--- src/rtl/spi_pkg.sv ---
// Shared types and constants for the SPI master shift engine.
// Holds the FSM state encoding, the chip-select idle level and the mode encodings.
package spi_pkg;

   typedef enum logic [1:0] {
      ST_IDLE,
      ST_SETUP,
      ST_SHIFT,
      ST_HOLD
   } spi_state_t;

   localparam logic CS_IDLE = 1'b1;

   // Mode numbers are {cpol, cpha}.
   localparam logic [1:0] SPI_MODE0 = 2'b00;
   localparam logic [1:0] SPI_MODE1 = 2'b01;
   localparam logic [1:0] SPI_MODE2 = 2'b10;
   localparam logic [1:0] SPI_MODE3 = 2'b11;

   function automatic logic [1:0] spi_mode(input logic cpol, input logic cpha);
      return {cpol, cpha};
   endfunction

endpackage

--- src/rtl/spi_clk_div.sv ---
// Half-period timer for the SPI shifter: a one-cycle tick every div+1 enabled cycles.
// The count is held at zero whenever the timer is disabled.
module spi_clk_div #(
   parameter int div_w = 16
) (
   input  logic             clk,
   input  logic             rst,
   input  logic             en,
   input  logic [div_w-1:0] div,
   output logic             tick
);

   logic [div_w-1:0] cnt;

   assign tick = en && (cnt == div);

   always_ff @(posedge clk) begin
      if (rst || !en || tick) cnt <= '0;
      else                    cnt <= cnt + div_w'(1);
   end

endmodule

--- src/rtl/spi_shifter.sv ---
// SPI master shift engine: one data_w-bit word per transfer, modes 0-3, one-hot active-low CS.
// Optional MOSI-to-MISO internal loopback is enabled by defining SPI_SHIFTER_LOOPBACK_EN.
//
// state    | meaning
// IDLE     | sck follows live cpol; waits for start
// SETUP    | CS asserted, first bit presented (cpha=0); lasts div+1 cycles
// SHIFT    | 2*data_w SCK edges, one every div+1 cycles
// HOLD     | CS held div+1 cycles, then one done cycle before IDLE
module spi_shifter
   import spi_pkg::*;
#(
   parameter int data_w = 8,
   parameter int cs_w   = 8,
   parameter int div_w  = 16
) (
   input  logic                      clk,
   input  logic                      rst,
   input  logic                      start,
   input  logic [data_w-1:0]         tx_data,
   input  logic [div_w-1:0]          div,
   input  logic                      cpol,
   input  logic                      cpha,
   input  logic [$clog2(cs_w)-1:0]   cs_sel,
`ifdef SPI_SHIFTER_LOOPBACK_EN
   input  logic                      loopback,
`endif
   output logic                      busy,
   output logic                      done,
   output logic [data_w-1:0]         rx_data,
   output logic                      spi_mosi,
   input  logic                      spi_miso,
   output logic                      spi_sck,
   output logic [cs_w-1:0]           spi_cs
);

   localparam int EDGE_W = $clog2(2*data_w+1);
   localparam logic [EDGE_W-1:0] LAST_EDGE = EDGE_W'(2*data_w-1);

   spi_state_t          state;
   logic [data_w-1:0]   tx_sh;
   logic [data_w-1:0]   rx_sh;
   logic [div_w-1:0]    div_q;
   logic [1:0]          mode_q;
   logic [EDGE_W-1:0]   edge_cnt;
   logic [cs_w-1:0]     cs_dec;
   logic                tick;
   logic                leading;
   logic                lead_drive;
   logic                idle_lvl;
   logic                in_bit;

   spi_clk_div #(.div_w(div_w)) u_clk_div (
      .clk  (clk),
      .rst  (rst),
      .en   (busy),
      .div  (div_q),
      .tick (tick)
   );

   assign leading    = ~edge_cnt[0];
   assign lead_drive = (mode_q == SPI_MODE1) || (mode_q == SPI_MODE3);
   assign idle_lvl   = (mode_q == SPI_MODE2) || (mode_q == SPI_MODE3);

`ifdef SPI_SHIFTER_LOOPBACK_EN
   logic lb_q;

   always_ff @(posedge clk) begin
      if (rst)                              lb_q <= 1'b0;
      else if (state == ST_IDLE && start)   lb_q <= loopback;
   end

   assign in_bit = lb_q ? spi_mosi : spi_miso;
`else
   assign in_bit = spi_miso;
`endif

   // An out-of-range cs_sel matches no line, so every CS stays idle.
   always_comb begin
      cs_dec = {cs_w{CS_IDLE}};
      for (int i = 0; i < cs_w; i++) begin
         if (int'(cs_sel) == i) cs_dec[i] = ~CS_IDLE;
      end
   end

   always_ff @(posedge clk) begin
      if (rst) begin
         state    <= ST_IDLE;
         busy     <= 1'b0;
         done     <= 1'b0;
         rx_data  <= '0;
         spi_mosi <= 1'b0;
         spi_sck  <= 1'b0;
         spi_cs   <= {cs_w{CS_IDLE}};
         tx_sh    <= '0;
         rx_sh    <= '0;
         div_q    <= '0;
         mode_q   <= SPI_MODE0;
         edge_cnt <= '0;
      end else begin
         done <= 1'b0;
         case (state)
            ST_IDLE: begin
               spi_sck <= cpol;
               if (start) begin
                  state    <= ST_SETUP;
                  busy     <= 1'b1;
                  div_q    <= div;
                  mode_q   <= spi_mode(cpol, cpha);
                  spi_cs   <= cs_dec;
                  edge_cnt <= '0;
                  rx_sh    <= '0;
                  if (cpha) begin
                     tx_sh <= tx_data;
                  end else begin
                     spi_mosi <= tx_data[data_w-1];
                     tx_sh    <= tx_data << 1;
                  end
               end
            end
            ST_SETUP: begin
               if (tick) state <= ST_SHIFT;
            end
            ST_SHIFT: begin
               if (tick) begin
                  edge_cnt <= edge_cnt + EDGE_W'(1);
                  if (leading != lead_drive) begin
                     rx_sh <= {rx_sh[data_w-2:0], in_bit};
                  end else if (edge_cnt != LAST_EDGE) begin
                     spi_mosi <= tx_sh[data_w-1];
                     tx_sh    <= tx_sh << 1;
                  end
                  if (edge_cnt == LAST_EDGE) begin
                     spi_sck <= idle_lvl;
                     state   <= ST_HOLD;
                  end else begin
                     spi_sck <= ~spi_sck;
                  end
               end
            end
            ST_HOLD: begin
               // The done cycle is spent still in HOLD so a start coincident with done is dropped.
               if (done) begin
                  state <= ST_IDLE;
               end else if (tick) begin
                  busy    <= 1'b0;
                  done    <= 1'b1;
                  rx_data <= rx_sh;
                  spi_cs  <= {cs_w{CS_IDLE}};
               end
            end
            default: state <= ST_IDLE;
         endcase
      end
   end

endmodule

--- config.mk ---
export PLATFORM = sky130hd
export DESIGN_NAME = spi_shifter
export DESIGN_NICKNAME = d
export VERILOG_FILES = /design/src/rtl/spi_pkg.sv /design/src/rtl/spi_clk_div.sv /design/src/rtl/spi_shifter.sv
export SDC_FILE = /design/constraint.sdc
export NUM_CORES = 1
export LEC_CHECK = 0
export BUFFER_PORTS_ARGS = -buffer_cell sky130_fd_sc_hd__buf_2
export CORE_UTILIZATION = 40
export CTS_BUF_LIST = sky130_fd_sc_hd__clkbuf_8
export DETAILED_ROUTE_END_ITERATION = 10
export GPL_TIMING_DRIVEN = 1
export PLACE_DENSITY = 0.72
export RECOVER_POWER = 100
export SLEW_MARGIN = 5
export SYNTH_ARGS = -nofsm -noshare
export SYNTH_HDL_FRONTEND = slang
export SYNTH_HIERARCHICAL = 1
export SYNTH_SLANG_ARGS = --single-unit
--- constraint.sdc ---
create_clock -name clk -period 2.3 [get_ports clk]
set_clock_uncertainty 0.2 [all_clocks]
set_input_delay 0.345 -clock clk [delete_from_list [all_inputs] [get_ports clk]]
set_output_delay 0.345 -clock clk [all_outputs]
set_load 0.01 [all_outputs]
---- Word-level counts from Yosys, hierarchy flattened ----
Index checks and enable logic that the tools add are counted.
storage, ports and cells
  output and inout bits ................... 20
  input bits .............................. 33
  word-level logic and storage cells ...... 112
  flip-flop bits (word level) ............. 77
operators by class
  add/subtract/negate cells ............... 2
  eq/ne operators ......................... 28
  reductions and logical operators ........ 20
  bitwise operators ....................... 4
  multiplexer cells ....................... 45
operators by type and width
  operator                                             number
  two-way mux 8 bit                                    11
  one-hot mux 8 bit (2 select lines)                   3
  two-way mux 1 bit                                    19
  adder 16 x 1 -> 16 bit, second input constant        1
  equality test 16 bit                                 1
  != test 2 bit, second input constant                 8
  equality test 3 bit, second input constant           4
  two-way mux 2 bit                                    5
  two-way mux 5 bit                                    2
  one-hot mux 5 bit (2 select lines)                   1
  AND reduction 5 bit                                  2
  equality test 2 bit, second input constant           4
  one-hot mux 2 bit (4 select lines)                   1
  AND reduction 4 bit                                  2
  equality test 3 x 2 -> 1 bit, second input constant  2
  != test 2 x 1 -> 1 bit, second input constant        3
  one-hot mux 1 bit (2 select lines)                   3
  AND reduction 3 bit                                  2
  AND reduction 6 bit                                  1
  adder 5 x 1 -> 5 bit, second input constant          1
  equality test 5 x 4 -> 1 bit, second input constant  1
  != test 5 x 4 -> 1 bit, second input constant        1
  equality test 2 x 1 -> 1 bit, second input constant  2
  logical OR 1 bit                                     4
  other kinds (10)                                     15

---- Logic depth before layout (Yosys ltp) ----
  word-level depth ........................ 6
  gate-level depth with buffers ........... 10
  depth with buffers taken out ............ 8

---- Cells and area by module ----
The synthesis kept the hierarchy.
by module, submodules not included
  module       cells an instance  times used  seq. area each (µm²)  area an instance (µm²)
  spi_shifter  297                1           1,221.2               2,660.1
  spi_clk_div  98                 1           320.3                 858.3

---- Worst setup path before layout ----
Ideal clock, no wire load.
  path kind ............................... register -> register
  start ................................... register u_clk_div.cnt[2]
  end ..................................... register state[1]
  stages on the path, launching flop included .. 10
  data arrival time ....................... 2.064 ns
  data required time ...................... 1.972 ns
  period minus slack after synthesis ...... 2.392 ns
  path slack .............................. -0.092 ns
  library setup time ...................... 0.128 ns
  path buffers ............................ 1
  cell sequence ........................... dfxtp_1 xor2_1 nor4_1 nand2_1 nor4_1 buf_2 a21boi_1 a2111oi_4 mux2i_1 nor2_1
between the ends
  longest elaborated chain between the ends .. 4
  elaborated cells between the ends (all ways) .. 5
  classes of those cells .................. eq/ne (3); reduce/logical (2)
ends and longest elaborated chain
  item                               line                source
  start: declaration                 spi_clk_div.sv:13   logic [div_w-1:0] cnt;
  start signal: assignment           spi_clk_div.sv:19   else cnt <= cnt + div_w'(1);
  equality test 16 bit (*)           spi_clk_div.sv:15   assign tick = en && (cnt == div);
  logical AND 1 bit (*)              spi_clk_div.sv:15
  named net tick                     spi_shifter.sv:46   logic tick;
  != test 2 x 1 -> 1 bit (no line)   -
  AND reduction 5 bit (no line) (*)  -
  end signal: assignment             spi_shifter.sv:87   state <= ST_IDLE;
  end signal: assignment             spi_shifter.sv:105  state <= ST_SETUP;
  end signal: assignment             spi_shifter.sv:121  if (tick) state <= ST_SHIFT;
  end: declaration                   spi_shifter.sv:39   spi_state_t state;
Mark *: on every way through the listed nets, which the timed path passes. The rest lies on a longest branch.
A chain may end at the register's enable or synchronous reset.

---- Final worst setup path ----
  start ................................... register u_clk_div.cnt[1]
  end ..................................... register state[1]
Same word-level chain as after synthesis.

==> key figures <==
Synthesis
  • Dominant cell type by area after synthesis: dfxtp_1
  • Fraction of registers with async set/reset: 0
  • Sequential area share after synthesis: 0.438
  • Synth Register Bits: 77
  • Syn avg cell area: between 8 and 9 um2
  • Synth cell types: between 40 and 50
  • Ys Warns: 6
  • Netlist Area Pre-Place: roughly 3500 um2
  • Ys flop type: dfxtp_1
  • Post-synth EDFFs: 0
  • Net count after synthesis: about 440
  • Post-synthesis cell count: between 300 and 400
  • Ranking of synthesized cells by area: dfxtp_1 (44%), nand2_1 (6.2%), mux2i_1 (4.8%), a21oi_1 (4.6%), nor2_1 (4.1%)
  • Yosys top cell area share: 0.438

Critical path
  • CP Data Arrival Time: between 2000 and 2500 ps
  • Critical-path top delay cell: a2111oi_4
  • CP Launch Type: flip-flop
  • Crit end category: flip-flop
  • CP Max Fanout: 7
  • Cell chain of the critical path: xor2_1, nor4_2, nand2_1, nor4_2, buf_4, inv_2, a2111oi_4, mux2i_1, nor2_1
  • Reg2reg start: u_clk_div/cnt[1]
  • CP required: about 2300 ps
  • Worst Setup Path Type: reg2reg
  • Critical Path Start: u_clk_div/cnt[1]
  • Delay-heaviest family, CP: simple AND/OR/NAND/NOR gates
  • R2R depth: 9
  • Crit-path max cell delay: about 350 ps
  • Worst Path Buf+Inv: 2
  • R2R Path End: state[1]
  • Reg-to-reg setup timing slack: -40 ps
  • Critical Path Most Common Cell: nor4_2

Clock network
  • Worst-Skew Late Latency: approximately 350 ps
  • CTS HTree Levels: 3
  • Num CTS Buffers: 9
  • Hold Buf Count CTS: 0
  • TritonCTS clock tree: done
  • Clk sinks: 77
  • Clock root cell: clkbuf_8
  • CTS Buffer Depth: 2
  • Clock-pin slew on the worst setup and hold paths: 80 ps

Drt
  • WL/cell: 13.5 um
  • DRT Wirelength: slightly below 8000 um
  • 1st-iter DRT viols: about 110
  • DR vias/cell: approximately 5.2
  • DRT Pass-1 Iters: 4
  • Final ANT Viol Nets: 0
  • Via count: approximately 3000
  • DRC: 0

Global routing
  • Initial antenna violation count: 0
  • Vias in the first global route: around 2800
  • First-pass GRT wire length: between 10000 and 15000 um
  • Global-route usage over all layers: 0.178
  • Largest net degree at the start of global routing: 33
  • Aggregate global routing overflow: 0

Place
  • IO buf count: 52
  • Placed inst area: approximately 4000 um2
  • Dpl ws: -70.0 ps
  • Routability cong.: about 0.84
  • Hpwl dp: 5380 um

Pwr
  • P_leak: between 1.5 and 2 nW
  • PwrDens: between 900 and 1000 nW/um2
  • Peak supply drop: between 0.4 and 0.5 mV
  • Power after layout: ~0.0043 W

STA
  • Fmax: 428 MHz
  • Slew headroom: 0.606
  • Final Cycle Share: 1.02
  • Fin. max-slew vios: 0
  • Worst Tran Pin Value: between 500 and 600 ps
  • Hold Vio Cnt, Final: 0
  • Worst setup margin: -38.7 ps
  • Final setup vio count: 2
  • Worst hold margin: between 15 and 20 ps
  • RSZ-0062 raised after global routing: yes
  • Tmin final: ~2300 ps
  • Setup TNS Final: -41.2 ps

Cells and area
  • Most frequent cells in the layout: dfxtp_1 (75), nand2_1 (58), nor2_1 (37), a21oi_1 (32), buf_2 (32)
  • Area growth, synth to finish: 24.4%
  • Layout cells sized above 1: 0.243
  • Commonest non-fill, non-tap cell in the layout: dfxtp_1
  • Filler cell count: about 760
  • Number of antenna diodes: 0
  • Cell area after layout: between 4000 and 5000 um2
  • # nets final: about 510

Run status
  • Failing checks: setup timing
  • Status: finished with violations

Floorplan
  • Num rows: 33
  • # IOs: 53
  • Die Y: between 90 and 100 um
  • Starting density of the core: 0.420
  • Die X: ~96 um
  • Core area: 8380 um2
  • Die area: roughly 9200 um2

Run
  • Max-Cap Viols: 0

Worst hold path
  • Worst hold stages: 3
  • Min-Delay Endpoint: div_q[8]
  • Min-Delay Path Class: in2reg
  • Hold Crit Start: div[8]
[flip-flops by register name, summed over array words and instances (netlist names)]
signal,count
div_q,16
u_clk_div/cnt,16
rx_data,8
rx_sh,8
spi_cs,8
tx_sh,8
edge_cnt,5
mode_q,2
state,2
busy,1
done,1
spi_mosi,1
spi_sck,1
[layout make-up]
| type | instances | area, um2 | area share |
|---|---|---|---|
| timing repair buffer | 81 | 460 | 0.105 |
| sequential | 77 | 1540 | 0.353 |
| inverter | 11 | 41.3 | 0.00943 |
| clock buffer | 9 | 124 | 0.0283 |
| tap | 105 | 131 | 0.0300 |
| multi-input combinational | 289 | 1990 | 0.454 |
| clock inverter | 7 | 90.1 | 0.0206 |
[report_power, final]
part,internal (W),switching (W),total [W],leakage [nW]
clock,0.000607,0.000513,0.00112,0.111
combinational,0.000624,0.000900,0.00152,0.973
sequential,0.00149,0.000119,0.00161,0.627
total,0.00272,0.00153,0.00426,1.71
[worst reg2reg max path, cell delays in order, from the launching register on]
cell and delay [ps]:
dfxtp_2 340, xor2_1 170, nor4_2 330, nand2_1 120, nor4_2 150, buf_4 210, inv_2 60, a2111oi_4 350
mux2i_1 240, nor2_1 50
[repair_timing]
| action | in CTS | in global routing |
|---|---|---|
| pin swaps | 1 | 20 |
| gates resized for setup | 6 | 26 |
| endpoints found under the setup margin | 9 | 40 |
| cloned | 0 | 1 |
| setup buffers | 3 | 1 |
[metrics by stage]
| step | utilization | cells |
|---|---|---|
| 2_1_floorplan | - | 395 |
| 3_3_place_gp | 0.478 | 558 |
| 3_5_place_dp | 0.478 | 558 |
| 4_1_cts | 0.508 | 577 |
| 5_1_grt | 0.522 | 579 |
| 6_report | 0.522 | 579 |
[metal layers]
metal | share of wire | vias to the layer above | track usage
met4 | 0.027 | 0 | 0.0970
met5 | 0 | - | 0
li1 | - | 1511 | -
met1 | 0.42 | 1389 | 0.195
met2 | 0.52 | 61 | 0.311
met3 | 0.039 | 26 | 0.0466
[worst max-delay path by stage]
stage,end,slack [ps],cells past startpoint
after CTS,tx_sh[2],-20,10
after detailed placement,state[1],-70,9
after global routing,state[1],-220,9
after global placement,state[1],-30,9
after floorplan,state[1],60,9
final,state[1],-40,9
[kinds of logic (layout without fill, tap and decap cells)]
| group | Yosys count | in the layout | synth area share |
|---|---|---|---|
| adder cells (fa/ha/maj) | 7 | 7 | 0.0249 |
| XOR/XNOR | 33 | 33 | 0.0843 |
| multiplexers | 18 | 18 | 0.0516 |
| AND/OR/NAND/NOR | 152 | 152 | 0.209 |
| flip-flops | 77 | 77 | 0.438 |
| AO/OA/AOI/OAI | 78 | 79 | 0.152 |
| buffers and inverters | 30 | 108 | 0.0402 |
[synth_stat cells, drive strengths merged (2+ instances only)]
cell      n
dfxtp    77
nand2    58
nor2     39
a21oi    33
nand2b   19
mux2i    17
xnor2    17
xor2     16
buf      12
o22ai    12
inv      11
o21ai    11
clkbuf    7
ha        7
nand4     7
o2111ai   7
nand3     6
nor2b     6
nor4      4
o32ai     4
a211oi    3
nor3      3
or3       3
and3      2
nand3b    2
(Power assumes the default switching activity.)
